<file path="src/rtl/reg_op_sequencer.sv">
// reg_op_sequencer
// Multi-cycle execute sequencer in front of a 4-entry register file with one
// combinational read port and one synchronous write port. An instruction is
// taken in IDLE, its operands are fetched one per cycle through the single read
// port, and the ALU result is written back in a single WRITE cycle that also
// updates the zero/carry flags.
//
// Handshake: instr_ready is high only in IDLE (and never during reset); an
// instruction transfers on a rising edge where instr_valid && instr_ready.
// instr_valid seen while busy is ignored, so upstream must hold it until
// accepted. No back-to-back overlap: after WRITE the sequencer spends one IDLE
// cycle before the next transfer.

module reg_op_sequencer #(
   parameter int DATA_WIDTH  = 16,
   parameter int INDEX_WIDTH = 2
) (
   input  logic                   clk,
   input  logic                   reset,
   input  logic                   instr_valid,
   output logic                   instr_ready,
   input  logic [2:0]             opcode,
   input  logic [INDEX_WIDTH-1:0] rd,
   input  logic [INDEX_WIDTH-1:0] rs,
   input  logic [INDEX_WIDTH-1:0] rt,
   input  logic [DATA_WIDTH-1:0]  imm,
   output logic [INDEX_WIDTH-1:0] rf_read_index,
   input  logic [DATA_WIDTH-1:0]  rf_read_data,
   output logic [INDEX_WIDTH-1:0] rf_write_index,
   output logic                   rf_write_enable,
   output logic [DATA_WIDTH-1:0]  rf_write_data,
   output logic                   done,
   output logic                   busy,
   output logic                   flag_zero,
   output logic                   flag_carry,
   output logic [1:0]             dbg_state
);

   // Opcode encoding
   localparam logic [2:0] OP_ADD = 3'd0;
   localparam logic [2:0] OP_SUB = 3'd1;
   localparam logic [2:0] OP_AND = 3'd2;
   localparam logic [2:0] OP_OR  = 3'd3;
   localparam logic [2:0] OP_XOR = 3'd4;
   localparam logic [2:0] OP_MOV = 3'd5;
   localparam logic [2:0] OP_LI  = 3'd6;
   localparam logic [2:0] OP_SHL = 3'd7;

   typedef enum logic [1:0] {
      S_IDLE   = 2'd0,
      S_READ_A = 2'd1,
      S_READ_B = 2'd2,
      S_WRITE  = 2'd3
   } state_t;

   state_t                 r_state;
   state_t                 w_next_state;

   // Latched instruction and captured operands
   logic [2:0]             r_opcode;
   logic [INDEX_WIDTH-1:0] r_rd;
   logic [INDEX_WIDTH-1:0] r_rs;
   logic [INDEX_WIDTH-1:0] r_rt;
   logic [DATA_WIDTH-1:0]  r_imm;
   logic [DATA_WIDTH-1:0]  r_op_a;
   logic [DATA_WIDTH-1:0]  r_op_b;
   logic                   r_flag_zero;
   logic                   r_flag_carry;

   // ALU
   logic [DATA_WIDTH:0]    w_sum;
   logic [DATA_WIDTH-1:0]  w_result;
   logic                   w_carry;
   logic                   w_accept;

   // instr_ready is already forced low during reset, so an accept can never
   // coincide with a reset edge.
   assign w_accept = instr_valid & instr_ready;

   // State register; reset takes priority over everything else.
   always_ff @(posedge clk) begin
      if (reset) begin
         r_state <= S_IDLE;
      end else begin
         r_state <= w_next_state;
      end
   end

   // Next-state logic: LI skips both reads, MOV/SHL skip the second read.
   always_comb begin
      w_next_state = r_state;
      case (r_state)
         S_IDLE: begin
            if (w_accept) begin
               w_next_state = (opcode == OP_LI) ? S_WRITE : S_READ_A;
            end
         end
         S_READ_A: begin
            if ((r_opcode == OP_MOV) || (r_opcode == OP_SHL)) begin
               w_next_state = S_WRITE;
            end else begin
               w_next_state = S_READ_B;
            end
         end
         S_READ_B: w_next_state = S_WRITE;
         S_WRITE:  w_next_state = S_IDLE;
         default:  w_next_state = S_IDLE;
      endcase
   end

   // Moore outputs; everything is held at zero while reset is asserted so an
   // aborted operation cannot leak a write in the reset cycle.
   always_comb begin
      instr_ready     = 1'b0;
      busy            = 1'b0;
      done            = 1'b0;
      rf_read_index   = '0;
      rf_write_index  = '0;
      rf_write_enable = 1'b0;
      rf_write_data   = '0;
      flag_zero       = 1'b0;
      flag_carry      = 1'b0;
      dbg_state       = 2'd0;
      if (!reset) begin
         flag_zero  = r_flag_zero;
         flag_carry = r_flag_carry;
         dbg_state  = r_state;
         busy       = (r_state != S_IDLE);
         case (r_state)
            S_IDLE:   instr_ready = 1'b1;
            S_READ_A: rf_read_index = r_rs;
            S_READ_B: rf_read_index = r_rt;
            S_WRITE: begin
               rf_write_enable = 1'b1;
               rf_write_index  = r_rd;
               rf_write_data   = w_result;
               done            = 1'b1;
            end
            default: ;
         endcase
      end
   end

   // Result and carry from the latched opcode and captured operands.
   always_comb begin
      w_sum    = {1'b0, r_op_a} + {1'b0, r_op_b};
      w_result = '0;
      w_carry  = 1'b0;
      case (r_opcode)
         OP_ADD: begin
            w_result = w_sum[DATA_WIDTH-1:0];
            w_carry  = w_sum[DATA_WIDTH];
         end
         OP_SUB: begin
            w_result = r_op_a - r_op_b;
            w_carry  = (r_op_a < r_op_b);
         end
         OP_AND:  w_result = r_op_a & r_op_b;
         OP_OR:   w_result = r_op_a | r_op_b;
         OP_XOR:  w_result = r_op_a ^ r_op_b;
         OP_MOV:  w_result = r_op_a;
         OP_LI:   w_result = r_imm;
         OP_SHL:  w_result = r_op_a << r_imm[3:0];
         default: w_result = '0;
      endcase
   end

   // Instruction latch, operand capture and flag update.
   always_ff @(posedge clk) begin
      if (reset) begin
         r_opcode     <= '0;
         r_rd         <= '0;
         r_rs         <= '0;
         r_rt         <= '0;
         r_imm        <= '0;
         r_op_a       <= '0;
         r_op_b       <= '0;
         r_flag_zero  <= 1'b0;
         r_flag_carry <= 1'b0;
      end else begin
         if (w_accept) begin
            r_opcode <= opcode;
            r_rd     <= rd;
            r_rs     <= rs;
            r_rt     <= rt;
            r_imm    <= imm;
         end
         if (r_state == S_READ_A) begin
            r_op_a <= rf_read_data;
         end
         if (r_state == S_READ_B) begin
            r_op_b <= rf_read_data;
         end
         if (r_state == S_WRITE) begin
            r_flag_zero  <= (w_result == '0);
            r_flag_carry <= w_carry;
         end
      end
   end

   // Structural invariants of the handshake and writeback.
   a_done_writes : assert property (@(posedge clk) disable iff (reset)
      done |-> rf_write_enable);
   a_ready_idle : assert property (@(posedge clk) disable iff (reset)
      instr_ready |-> !busy);
   a_write_one_cycle : assert property (@(posedge clk) disable iff (reset)
      rf_write_enable |=> !rf_write_enable);

endmodule

</file>
<file path="config.mk">
export PLATFORM = sky130hd
export DESIGN_NAME = reg_op_sequencer
export DESIGN_NICKNAME = d
export VERILOG_FILES = /design/src/rtl/reg_op_sequencer.sv
export SDC_FILE = /design/constraint.sdc
export NUM_CORES = 1
export LEC_CHECK = 0
export CAP_MARGIN = 20
export CORE_ASPECT_RATIO = 0.5
export CORE_MARGIN = 4
export CORE_UTILIZATION = 35
export CTS_CLUSTER_DIAMETER = 100
export DETAILED_ROUTE_END_ITERATION = 12
export GPL_ROUTABILITY_DRIVEN = 1
export PLACE_DENSITY = 0.51
export REMOVE_ABC_BUFFERS = 1
export SETUP_SLACK_MARGIN = 0.02
export SYNTH_ARGS = -nofsm -noshare
export SYNTH_HDL_FRONTEND = slang
export SYNTH_SLANG_ARGS = --single-unit
</file>
<file path="constraint.sdc">
create_clock -name clk -period 4.5 [get_ports clk]
set_clock_uncertainty 0.1 [all_clocks]
set_input_delay 1.125 -clock clk [delete_from_list [all_inputs] [get_ports clk]]
set_output_delay 1.125 -clock clk [all_outputs]
set_load 0.02 [all_outputs]
</file>
# Yosys cells after proc, flatten, opt, wreduce, memory -nomap -nowiden
# Index checks and enable logic that the tools add are counted.
[totals] ff_bits=61 in_bits=44 out_inout_bits=28 wordCells=55
[op_classes] add_sub_neg=2 n_lt_le_gt_ge=1 eq_ne=12 shifts=1 n_mux=20 bitwise_logic=4 n_reduce_logical=5
[ops] operator="$pmux W16 S8" count=1
[ops] operator="$mux W16" count=2
[ops] operator="$add A16 B16 Y17" count=1
[ops] operator="$and A16 B16 Y16" count=1
[ops] operator="$logic_not A16 Y1" count=1
[ops] operator="$lt A16 B16 Y1" count=1
[ops] operator="$or A16 B16 Y16" count=1
[ops] operator="$shl A16 B4 Y16" count=1
[ops] operator="$sub A16 B16 Y16" count=1
[ops] operator="$xor A16 B16 Y16" count=1
[ops] operator="$eq A3 B3 Y1 const B" count=5
[ops] operator="$mux W2" count=6
[ops] operator="$mux W1" count=8
[ops] operator="$pmux W2 S4" count=1
[ops] operator="$eq A3 B2 Y1 const B" count=2
[ops] operator="$eq A2 B2 Y1 const B" count=2
[ops] operator="$pmux W2 S2" count=1
[ops] operator="$eq A3 B1 Y1 const B" count=1
[ops] operator="$logic_not A3 Y1" count=1
[ops] operator="$eq A2 B1 Y1 const B" count=1
[ops] operator="$logic_not A2 Y1" count=1
[ops] operator="$ne A2 B2 Y1 const B" count=1
[ops] operator="$pmux W1 S2" count=1
[ops] operator="$reduce_bool A2 Y1" count=1
[ops] operator="other kinds (2)" count=2

# Depth between registers and ports, before layout
# Gate-level depths: netlist of run 1.
[logic_depth] ltp_word=6 depth_mapped=13 ltp_nobuf=13

# Least setup slack after synthesis of run 1
# No wires, ideal clock.
[synth_timing] path_kind="reg2out" from="reg r_op_a[1]" to="out rf_write_data[13]" arrival_ns=2.743 required_time_ns=3.275 setup_slack_ns=0.532 path_stages_with_launch=11 n_path_buf=0 cell_sequence="dfxtp_1 -> inv_1 -> ha_1 -> a211oi_1 -> o211ai_1 -> and3_1 -> or2_1 -> a2111oi_0 -> nor4_1 -> a22o_1 -> nor2_1"
[synth_via] elab_chain_len=4 word_cells_on_any_way=6 cone_classes="add/sub: 2; shift: 1; mux: 3"
[synth_lines] item="start: declaration" line_no="65" rtl="logic [DATA_WIDTH-1:0] r_op_a;"
[synth_lines] item="start signal: assignment" line_no="189" rtl="r_op_a <= rf_read_data;"
[synth_lines] item="$sub A16 B16 Y16 (tied with other cells)" line_no="155" rtl="w_result = r_op_a - r_op_b;"
[synth_lines] item="$pmux W16 S8 *" line_no="149" rtl="case (r_opcode)"
[synth_lines] item="$mux W16 *" line_no="129" rtl="case (r_state)"
[synth_lines] item="$mux W16 *" line_no="124" rtl="if (!reset) begin"
[synth_lines] item="end: declaration" line_no="31" rtl="output logic [DATA_WIDTH-1:0] rf_write_data,"
# Mark *: on every way between the ends. The rest lies on a longest branch, timed or not.

# Worst setup path in the final report of run 1
[layout_timing] from="reg r_op_b[4]" to="out rf_write_data[13]"
[layout_via] elab_chain_len=4 word_cells_on_any_way=5 cone_classes="add/sub: 2; mux: 3"
[layout_lines] item="start: declaration" line_no="66" rtl="logic [DATA_WIDTH-1:0] r_op_b;"
[layout_lines] item="start signal: assignment" line_no="192" rtl="r_op_b <= rf_read_data;"
[layout_lines] item="$sub A16 B16 Y16 / $add A16 B16 Y17 (equally long branches)" line_no="155, 146"
[layout_lines] item="$pmux W16 S8 *" line_no="149"
[layout_lines] item="$mux W16 *" line_no="129"
[layout_lines] item="$mux W16 *" line_no="124"
# Marked as above.

==> reports/qor.tcl, run 1 <==
set qor(status) {completed}
set qor(timing.max_slew.rel_slack_pct) 49.14
set qor(tritoncts_num_sinks) 61
set qor(floorplan.initialDensity_pct) 36.31
set qor(setup_repair_after_global_routing_missed_its_margin) {true}
set qor(floorplan.die.height_um) 100.9
set qor(num-fill-cells) 1683
set qor(fin_nets) 967
set qor(area.growth.synth_to_final_pct) 27.09
set qor(leading_cell_types_in_the_layout_fill_and_taps_excluded) {sky130_fd_sc_hd__nor2_1 (96), sky130_fd_sc_hd__buf_4 (66), sky130_fd_sc_hd__clkdlybuf4s50_1 (62), sky130_fd_sc_hd__nand2_1 (56)}
set qor(clock.fmax_mhz) 228.5
set qor(netlist_instances) 775
set qor(non_filler_instance_count_after_layout) 1101
set qor(globalRouteOverflowTotal) 0
set qor(h-tree-depth) 3
set qor(power.share.combinational_pct) 61.2
set qor(power_frac_clock_pct) 19.4
set qor(antenna-diode-count) 0
set qor(drive_above_1_share_pct) 15.56
set qor(horiz_die_dim_um) 193.8
set qor(crit_arrival_ns) 3.15
set qor(setup_ws_ns) 0.1245
set qor(synthDominantAreaCellType) {sky130_fd_sc_hd__dfxtp_1}
set qor(buffer_ports.inserted) 71
set qor(seq_power_share_pct) 19.3
set qor(report.final.slew_viol_count) 0
set qor(rows) 33
set qor(ys_top_cells_by_area) {sky130_fd_sc_hd__dfxtp_1 (20%), sky130_fd_sc_hd__ha_1 (11%), sky130_fd_sc_hd__mux2i_1 (9.1%)}
set qor(all_layer_global_routing_usage_pct) 23.02
set qor(netlist_area_mm2) 0.006042
set qor(path_class) {flip-flop to output pin}
set qor(yosysSeqAreaShare_pct) 20.21
set qor(worst_hold_startpoint) {r_rd[1]$_SDFFE_PP0P_}
set qor(timing.critical_path.from) {r_op_b[4]$_SDFFE_PP0N_}
set qor(synth-edff-count) 0
set qor(internal_power_uw) 2226
set qor(finalHoldWorstSlack_ns) 0.3719
set qor(share_of_synthesized_registers_carrying_an_async_set_or_reset_pct) 0
set qor(power.static_leakage_uw) 0.002973
set qor(clockBufferDepth) 2
set qor(grt_pass1_wl_um) 35010
set qor(totalWireLength_um) 22790
set qor(antenna_found_initial) 0
set qor(regToRegStartpoint) {r_op_a[0]$_SDFFE_PP0P_}
set qor(postSynthAreaPerCell_um2) 7.796
set qor(insertion_delay_ns) 0.34
set qor(drt-initial-drc-count) 757
set qor(place_hpwl_um) 17880
set qor(tritoncts) {yes}
set qor(worstSetupStartpointType) {flip-flop}
set qor(cap_violations) 0
set qor(grt_max_degree) 32
set qor(most_used_flip_flop_cell_after_synthesis) {sky130_fd_sc_hd__dfxtp_1}
set qor(layout.cells.most_common) {sky130_fd_sc_hd__nor2_1}
set qor(synth_cell_type_count) 75
set qor(gpl.final_weighted_congestion) 0.9707
set qor(worst_slew_pin_slew_ns) 0.7630
set qor(critical_path_peak_fanout) 10
set qor(clk_transition_reported_paths_ns) 0.06
set qor(core_mm2) 0.01664
set qor(dpl.cell_count) 1083
set qor(pwr_cell_area_mw_per_mm2) 531.4
set qor(cts-buffers-inserted) 9
set qor(route.vias.total) 6189
set qor(end_kind) {output pin}
set qor(worst_ep_required_time_ns) 3.27
set qor(netlist.area_leader.share_pct) 20.21
set qor(number_of_synthesized_register_bits) 61
set qor(boundaryPins) 72
set qor(switching_share_pct) 45.44
set qor(route.detailed.drc) 0
set qor(route.antenna.remaining_nets) 0
set qor(post-layout-total-power_uw) 4080
set qor(avgRoutedWirePerCell_um) 20.70
set qor(die-area_mm2) 0.01956
set qor(drt_first_pass_iters) 6
set qor(clock_tree.root_cell) {sky130_fd_sc_hd__clkbuf_16}
set qor(setup_viol) 0
set qor(hold_path_class) {flip-flop to flip-flop}
set qor(viasPerCell) 5.621
set qor(dp_worst_setup_slack_ns) 0.07465
set qor(postCtsHoldBufs) 0
set qor(grt_pass1_vias) 5892
set qor(final_hold_viol_count) 0
set qor(power.net_switching_uw) 1854
set qor(finalWorstPathRequiredPeriod_ns) 4.375
set qor(final_critical_path_share_of_the_clock_period_pct) 97.23
set qor(worst_ir_drop_vdd_mv) 0.2715
set qor(synth_warnings) 0
## path summary, 6_finish.rpt
path / slack [ns] / to / cells past startpoint
setup / recovery: 0.12 / rf_write_data[13] / 12
hold / removal: 0.37 / r_rd[1]$_SDFFE_PP0P_ / 2
setup reg to reg: 1.42 / r_flag_zero$_SDFFE_PP0N_ / 13
hold reg to reg: 0.37 / r_rd[1]$_SDFFE_PP0P_ / 2
## registers in the layout, indices dropped and copies added, names as in the netlist
register and cells:
r_op_a 16, r_rs 2, r_rt 2, r_opcode 3, r_flag_zero 1, r_rd 2
r_op_b 16, r_flag_carry 1, r_imm 16, r_state 2
## worst max-delay path: stages, from the launching register on
cell                              delay (ns)
sky130_fd_sc_hd__dfxtp_1                0.37
sky130_fd_sc_hd__inv_1                  0.09
sky130_fd_sc_hd__ha_1                   0.31
sky130_fd_sc_hd__buf_4                  0.20
sky130_fd_sc_hd__o211ai_1               0.12
sky130_fd_sc_hd__o211ai_1               0.15
sky130_fd_sc_hd__and3_1                 0.23
sky130_fd_sc_hd__or2_1                  0.25
sky130_fd_sc_hd__a2111oi_2              0.36
sky130_fd_sc_hd__nor4_1                 0.10
sky130_fd_sc_hd__a22o_1                 0.28
sky130_fd_sc_hd__nor2_1                 0.10
sky130_fd_sc_hd__clkdlybuf4s15_2        0.26
## cell type report
type / count / area, µm² / area share [%]
Multi-Input combinational cell: 601 / 4389 / 57.16
Timing Repair Buffer: 139 / 1230 / 16.02
Sequential cell: 61 / 1229 / 16.00
Tap cell: 227 / 284.0 / 3.699
Clock buffer: 10 / 239.0 / 3.112
Inverter: 57 / 214.0 / 2.786
Clock inverter: 6 / 93.84 / 1.222
## synthesized netlist by cell type, drive strengths merged, types with 3 or more instances
cell,n
mux2,8
o22ai,5
nand3,11
nor2b,8
clkbuf,20
a311oi,7
o2111ai,3
mux2i,55
nor3,13
nor4,6
a2111oi,3
o211a,5
a21o,7
nand3b,3
a21oi,43
and3,3
nand2,56
o31ai,8
buf,36
a211oi,11
a22oi,7
nand2b,34
a221oi,4
ha,52
o21bai,3
a221o,6
o211ai,11
mux4,10
a31oi,10
and2,7
o21ai,60
dfxtp,61
o221ai,7
inv,57
nor2,97
## metal layers
metal  vias to the layer above  global-route usage [%]  share of wire [%]
met4                         0                   4.536                1.2
met3                        20                   7.245                 11
li1                       2970                       -                  -
met2                       242                   29.33                 36
met1                      2957                   36.62                 52
met5                         -                       0                  0
## power groups by stage
stage | sequential (µW) | clock (µW) | combinational, µW
floorplan | 822 | 0 | 1470
global placement | 788 | 0 | 2340
detailed placement | 794 | 0 | 2340
CTS | 783 | 808 | 2390
global route | 804 | 833 | 2710
finish | 789 | 794 | 2500
## cell families after synthesis
logic type / count (synthesis) / share of synthesized area, %
muxes: 73 / 14.52
AOI/OAI and AO/OA: 219 / 25.08
buffers and inverters: 113 / 8.242
and+or+nand+nor: 251 / 19.94
xor gates and xnor gates: 4 / 0.5799
DFF: 61 / 20.21
adders and majority gates: 54 / 11.43
## what timing repair did
item                       in CTS  in global routing
buffers inserted                1                  1
gates resized for setup        15                 26
pin swaps                       1                  3
setup endpoints to repair       6                  9
## metrics by stage
stage / instance area, µm² / setup TNS (ns) / utilization (%)
after floorplan: 5758 / 0 / -
after detailed placement: 7268 / 0 / 43.68
after CTS: 7632 / 0 / 45.87
final: 7679 / 0 / 46.15
after global placement: 7268 / 0 / 43.68
after global routing: 7679 / -0.06226 / 46.15
Power figures use the tool's default switching activity.
==> run 2, diff against run 1 <==
- CORE_UTILIZATION: 35 -> 58
- PLACE_DENSITY: 0.51 -> 0.79
==> reports/qor.tcl, run 2 (synthesis results as in run 1) <==
set qor(hold_end) {r_rd[1]$_SDFFE_PP0P_}
set qor(switching_share_pct) 44.79
set qor(post-layout-total-power_uw) 4000
set qor(route.antenna.remaining_nets) 0
set qor(sequential_cell_area_mm2) 0.001229
set qor(horiz_die_dim_um) 152.3
set qor(seq_power_share_pct) 19.4
set qor(postCtsHoldBufs) 0
set qor(clock_tree.root_cell) {sky130_fd_sc_hd__clkbuf_16}
set qor(h-tree-depth) 3
set qor(hold_path_class) {flip-flop to flip-flop}
set qor(final_hold_viol_count) 0
set qor(clockBufferDepth) 2
set qor(gpl.final_weighted_congestion) 1.023
set qor(boundaryPins) 72
set qor(worstSetupStartpointType) {flip-flop}
set qor(cells_traversed_along_the_worst_timing_path) {buf_4 -> ha_1 -> inv_1 -> fa_2 -> nand2b_4 -> a221oi_4 -> nor2_2 -> o41ai_4 -> buf_4 -> a21oi_2 -> a221o_1 -> a21oi_2 -> nor2_1 -> clkbuf_2}
set qor(tritoncts) {yes}
set qor(worst-r2r-cell-count) 13
set qor(setup_repair_after_global_routing_missed_its_margin) {true}
set qor(clock.fmax_mhz) 228.8
set qor(multiInputGateArea_mm2) 0.004408
set qor(cts-buffers-inserted) 9
set qor(antenna-diode-count) 0
set qor(die-area_mm2) 0.01221
set qor(status) {completed}
set qor(end_kind) {output pin}
set qor(rr_endpoint) {r_flag_zero$_SDFFE_PP0N_}
set qor(cp.buffers_inverters) 4
set qor(worst_ep_required_time_ns) 3.27
set qor(num-fill-cells) 809
set qor(worst_slew_pin_slew_ns) 0.6673
set qor(buffer_ports.inserted) 71
set qor(route.detailed.drc) 0
set qor(setup-tns-final_ns) 0
set qor(internal_power_uw) 2209
set qor(layout.cells.most_common) {sky130_fd_sc_hd__nor2_1}
set qor(viasPerCell) 6.270
set qor(crit_arrival_ns) 3.15
set qor(pwr_cell_area_mw_per_mm2) 529.8
set qor(rrSetupSlack_ns) 1.47
set qor(setup_viol) 0
set qor(worst_hold_startpoint) {r_rd[1]$_SDFFE_PP0P_}
set qor(critical_path_peak_fanout) 4
set qor(insertion_delay_ns) 0.33
set qor(drt_first_pass_iters) 5
set qor(floorplan.initialDensity_pct) 59.34
set qor(timing.critical_path.slowest_cell_delay_ns) 0.38
set qor(final_critical_path_share_of_the_clock_period_pct) 97.12
set qor(fin_nets) 967
set qor(grt_pass1_wl_um) 32370
set qor(floorplan.die.height_um) 80.17
set qor(leading_cell_types_in_the_layout_fill_and_taps_excluded) {sky130_fd_sc_hd__nor2_1 (95), sky130_fd_sc_hd__buf_4 (68), sky130_fd_sc_hd__clkdlybuf4s50_1 (64), sky130_fd_sc_hd__dfxtp_1 (57), sky130_fd_sc_hd__nand2_1 (56)}
set qor(power_frac_clock_pct) 19.0
set qor(cpMaxStageDelayCell) {sky130_fd_sc_hd__o41ai_4}
set qor(clk_transition_reported_paths_ns) 0.06
set qor(totalWireLength_um) 20330
set qor(cap_violations) 0
set qor(layout.core_utilization_pct) 74.16
set qor(largest_registers) {r_imm (16), r_op_a (16), r_op_b (16)}
set qor(power.share.combinational_pct) 61.6
set qor(route.vias.total) 6358
set qor(grt_max_degree) 68
set qor(all_layer_global_routing_usage_pct) 33.15
set qor(antenna_found_initial) 0
set qor(globalRouteOverflowTotal) 0
set qor(avgRoutedWirePerCell_um) 20.05
set qor(tritoncts_num_sinks) 61
set qor(drive_above_1_share_pct) 15.45
set qor(worst_ir_drop_vdd_mv) 0.4236
set qor(power.static_leakage_uw) 0.002954
set qor(finalWorstPathRequiredPeriod_ns) 4.371
set qor(grt_pass1_vias) 6071
set qor(timing.max_slew.rel_slack_pct) 55.51
set qor(report.final.slew_viol_count) 0
set qor(path_class) {flip-flop to output pin}
set qor(rows) 26
set qor(core_mm2) 0.01018
set qor(regToRegStartpoint) {r_op_b[0]$_SDFFE_PP0N_}
set qor(crit_family) {compound AO/OA/AOI/OAI gates}
set qor(drt-initial-drc-count) 610
set qor(power.net_switching_uw) 1792
set qor(place_hpwl_um) 15720
set qor(worstHoldPathCells) 2
set qor(area.growth.synth_to_final_pct) 24.97
run 2: cell types whose count changed in the layout (fill, tap and decap cells not counted), sizes merged:
| cell | delta |
|---|---|
| clkdlybuf4s50 | +2 |
| clkinv | +2 |
| clkdlybuf4s15 | -1 |
| dlymetal6s2s | -1 |
| clkinvlp | -1 |
| dlygate4sd2 | -1 |
run 2: worst reg2reg max path, cell delays in order, from the launching register on:
cell,delay [ns]
sky130_fd_sc_hd__dfxtp_1,0.33
sky130_fd_sc_hd__buf_4,0.12
sky130_fd_sc_hd__ha_1,0.18
sky130_fd_sc_hd__inv_1,0.08
sky130_fd_sc_hd__fa_2,0.53
sky130_fd_sc_hd__nand2b_1,0.05
sky130_fd_sc_hd__a311oi_1,0.38
sky130_fd_sc_hd__a221oi_2,0.08
sky130_fd_sc_hd__o2111ai_1,0.38
sky130_fd_sc_hd__a2111oi_2,0.06
sky130_fd_sc_hd__and4_1,0.22
sky130_fd_sc_hd__and4b_1,0.22
sky130_fd_sc_hd__o2111ai_1,0.09
sky130_fd_sc_hd__o21ai_1,0.09
run 2: worst max-delay path by stage:
stage	startpoint	to	slack, ns	depth (start not counted)
2_1_floorplan	r_opcode[0]$_SDFFE_PP0P_	rf_write_data[15]	0.45	8
6_report	r_op_b[0]$_SDFFE_PP0N_	rf_write_data[14]	0.13	14
3_5_place_dp	r_op_a[2]$_SDFFE_PP0P_	rf_write_data[15]	0.05	11
3_3_place_gp	r_op_a[1]$_SDFFE_PP0P_	rf_write_data[13]	0.10	11
4_1_cts	r_op_a[4]$_SDFFE_PP0P_	rf_write_data[15]	0.03	11
5_1_grt	r_op_b[4]$_SDFFE_PP0N_	rf_write_data[13]	0.006	12
run 2: metal layers:
layer  share of wire, %  vias up  GRT usage [%]
li1                   -     2973              -
met1                 45     3012          44.64
met2                 44      340          53.67
met3                9.8       33          7.858
met4                1.8        0          8.700
met5                  0        -              0
run 2: timing repair:
action	CTS	global route
pin swaps	2	7
setup buffers	0	3
gates resized for setup	11	27
endpoints found under the setup margin	6	9
endpoints found under the hold margin	0	0
run 2: metrics by stage:
stage          hold slack (ns)  area, µm²  setup slack [ns]  std cells
5_1_grt                 0.3952       7551          0.005818       1014
3_5_place_dp            0.3667       7127           0.04556        995
4_1_cts                 0.3751       7466           0.03057       1011
2_1_floorplan           0.3399       5758            0.4540        719
3_3_place_gp            0.3554       7127            0.1041        995
6_report                0.3732       7551            0.1294       1014
run 2: power groups by stage:
| stage | combinational, µW | sequential (µW) | clock (µW) |
|---|---|---|---|
| CTS | 2320 | 771 | 767 |
| global placement | 2260 | 772 | 0 |
| floorplan | 1470 | 822 | 0 |
| finish | 2460 | 777 | 760 |
| global route | 2670 | 794 | 797 |
| detailed placement | 2300 | 782 | 0 |
run 2: layout make-up:
class | count | area share, %
Inverter | 57 | 2.833
Tap cell | 140 | 2.320
Timing Repair Buffer | 139 | 15.94
Multi-Input combinational cell | 601 | 58.38
Sequential cell | 61 | 16.27
Clock buffer | 9 | 2.983
Clock inverter | 7 | 1.276
==> run 3, diff against run 2 <==
- CAP_MARGIN: 20 -> default
- CTS_CLUSTER_SIZE: default -> 16
- SKIP_LAST_GASP: default -> 1
==> reports/qor.tcl, run 3 (synthesis results as in run 1) <==
set qor(status) {completed}
set qor(avgRoutedWirePerCell_um) 19.95
set qor(seq_power_share_pct) 19.5
set qor(drt_first_pass_iters) 5
set qor(finalWorstPathRequiredPeriod_ns) 4.420
set qor(area.growth.synth_to_final_pct) 24.52
set qor(worstSetupStartpointType) {flip-flop}
set qor(fin_nets) 967
set qor(switching_share_pct) 44.75
set qor(h-tree-depth) 3
set qor(power_frac_clock_pct) 19.2
set qor(die-area_mm2) 0.01221
set qor(crit_arrival_ns) 3.19
set qor(setup_viol) 0
set qor(detailed_place.area_mm2) 0.007127
set qor(route.vias.total) 6312
set qor(non_filler_instance_count_after_layout) 1014
set qor(layout.cells.most_common) {sky130_fd_sc_hd__nor2_1}
set qor(clk_transition_reported_paths_ns) 0.06
set qor(route.detailed.drc) 0
set qor(grt_max_degree) 68
set qor(globalRouteOverflowTotal) 0
set qor(core_mm2) 0.01018
set qor(final_critical_path_share_of_the_clock_period_pct) 98.22
set qor(report.final.slew_viol_count) 0
set qor(place_hpwl_um) 15720
set qor(antenna-diode-count) 0
set qor(horiz_die_dim_um) 152.3
set qor(tritoncts_num_sinks) 61
set qor(clockBufferDepth) 2
set qor(grt_pass1_vias) 6071
set qor(route.antenna.remaining_nets) 0
set qor(leading_cell_types_in_the_layout_fill_and_taps_excluded) {sky130_fd_sc_hd__nor2_1 (95), sky130_fd_sc_hd__buf_4 (68), sky130_fd_sc_hd__clkdlybuf4s50_1 (64), sky130_fd_sc_hd__dfxtp_1 (57), sky130_fd_sc_hd__nand2_1 (56)}
set qor(buffer_ports.inserted) 71
set qor(worst_ir_drop_vdd_mv) 0.4243
set qor(totalWireLength_um) 20230
set qor(power.share.combinational_pct) 61.3
set qor(cap_violations) 0
set qor(end_kind) {output pin}
set qor(power.net_switching_uw) 1782
set qor(clock.fmax_mhz) 226.3
set qor(cts-buffers-inserted) 9
set qor(final_hold_viol_count) 0
set qor(timing.max_slew.rel_slack_pct) 56.04
set qor(gpl.final_weighted_congestion) 1.023
set qor(power.static_leakage_uw) 0.002954
set qor(setup_repair_after_global_routing_missed_its_margin) {true}
set qor(tritoncts) {yes}
set qor(floorplan.initialDensity_pct) 59.34
set qor(critical_path_peak_fanout) 4
set qor(hold_path_class) {flip-flop to flip-flop}
set qor(all_layer_global_routing_usage_pct) 33.15
set qor(internal_power_uw) 2200
set qor(setup-tns-final_ns) 0
set qor(insertion_delay_ns) 0.33
set qor(worst_ep_required_time_ns) 3.27
set qor(layout.core_utilization_pct) 73.89
set qor(finalInstanceArea_mm2) 0.007523
set qor(dpl.cell_count) 995
set qor(pwr_cell_area_mw_per_mm2) 529.3
set qor(finalHoldWorstSlack_ns) 0.3731
set qor(boundaryPins) 72
set qor(drive_above_1_share_pct) 14.99
set qor(worst_slew_pin_slew_ns) 0.6594
set qor(floorplan.die.height_um) 80.17
set qor(drt-initial-drc-count) 614
set qor(viasPerCell) 6.225
set qor(grt_pass1_wl_um) 32370
set qor(path_class) {flip-flop to output pin}
set qor(antenna_found_initial) 0
set qor(rows) 26
set qor(clock_tree.root_cell) {sky130_fd_sc_hd__clkbuf_16}
set qor(largest_registers) {r_imm (16), r_op_a (16), r_op_b (16)}
-- run 3: routing by layer --
layer  share of wire, %  up-vias  routed length, µm  track usage, %
met3                9.2       38               1857           7.858
met4                1.9        0                376           8.700
li1                   -     2967                  -               -
met1                 45     2993               9194           44.64
met5                  0        -                  0               0
met2                 44      314               8802           53.67
-- run 3: what timing repair did --
action | CTS | global route
endpoints found under the setup margin | 6 | 9
setup buffers | 0 | 3
resized for setup | 11 | 22
hold buffers | 0 | 0
pin swaps | 2 | 7
-- run 3: final timing paths --
path | startpoint | endpoint | slack (ns) | depth (start not counted)
hold reg to reg | r_rd[1]$_SDFFE_PP0P_ | r_rd[1]$_SDFFE_PP0P_ | 0.37 | 2
setup / recovery | r_op_a[0]$_SDFFE_PP0P_ | rf_write_data[10] | 0.08 | 11
setup reg to reg | r_op_b[0]$_SDFFE_PP0N_ | r_flag_zero$_SDFFE_PP0N_ | 1.47 | 13
hold / removal | r_rd[1]$_SDFFE_PP0P_ | r_rd[1]$_SDFFE_PP0P_ | 0.37 | 2
-- run 3: power by group through the flow --
stage / clock network, µW / registers, µW / logic (µW)
after global placement: 0 / 772 / 2260
after global routing: 797 / 794 / 2650
after detailed placement: 0 / 782 / 2300
after floorplan: 0 / 822 / 1470
after CTS: 767 / 771 / 2320
final: 763 / 776 / 2440
-- run 3: layout make-up --
cell class | count | area, µm²
Sequential cell | 61 | 1229
Clock inverter | 7 | 96.34
Timing Repair Buffer | 139 | 1207
Fill cell | 815 | 2659
Multi-Input combinational cell | 601 | 4377
Tap cell | 140 | 175.2
Inverter | 57 | 214.0
Clock buffer | 9 | 225.2
-- run 3: metrics by stage --
step | worst slack [ns] | power (µW)
finish | 0.08032 | 3982
global route | -0.1300 | 4238
CTS | 0.03057 | 3857
detailed placement | 0.04556 | 3079
global placement | 0.1041 | 3030
floorplan | 0.4540 | 2294
-- run 3: worst max-delay path, stage by stage (launching register included) --
cell,delay (ns)
sky130_fd_sc_hd__dfxtp_2,0.34
sky130_fd_sc_hd__ha_1,0.27
sky130_fd_sc_hd__fa_1,0.46
sky130_fd_sc_hd__a21oi_2,0.18
sky130_fd_sc_hd__o211ai_1,0.14
sky130_fd_sc_hd__and2_1,0.23
sky130_fd_sc_hd__buf_4,0.15
sky130_fd_sc_hd__a31oi_1,0.23
sky130_fd_sc_hd__o22ai_1,0.13
sky130_fd_sc_hd__a211o_1,0.32
sky130_fd_sc_hd__nor2_1,0.08
sky130_fd_sc_hd__dlygate4sd2_1,0.33
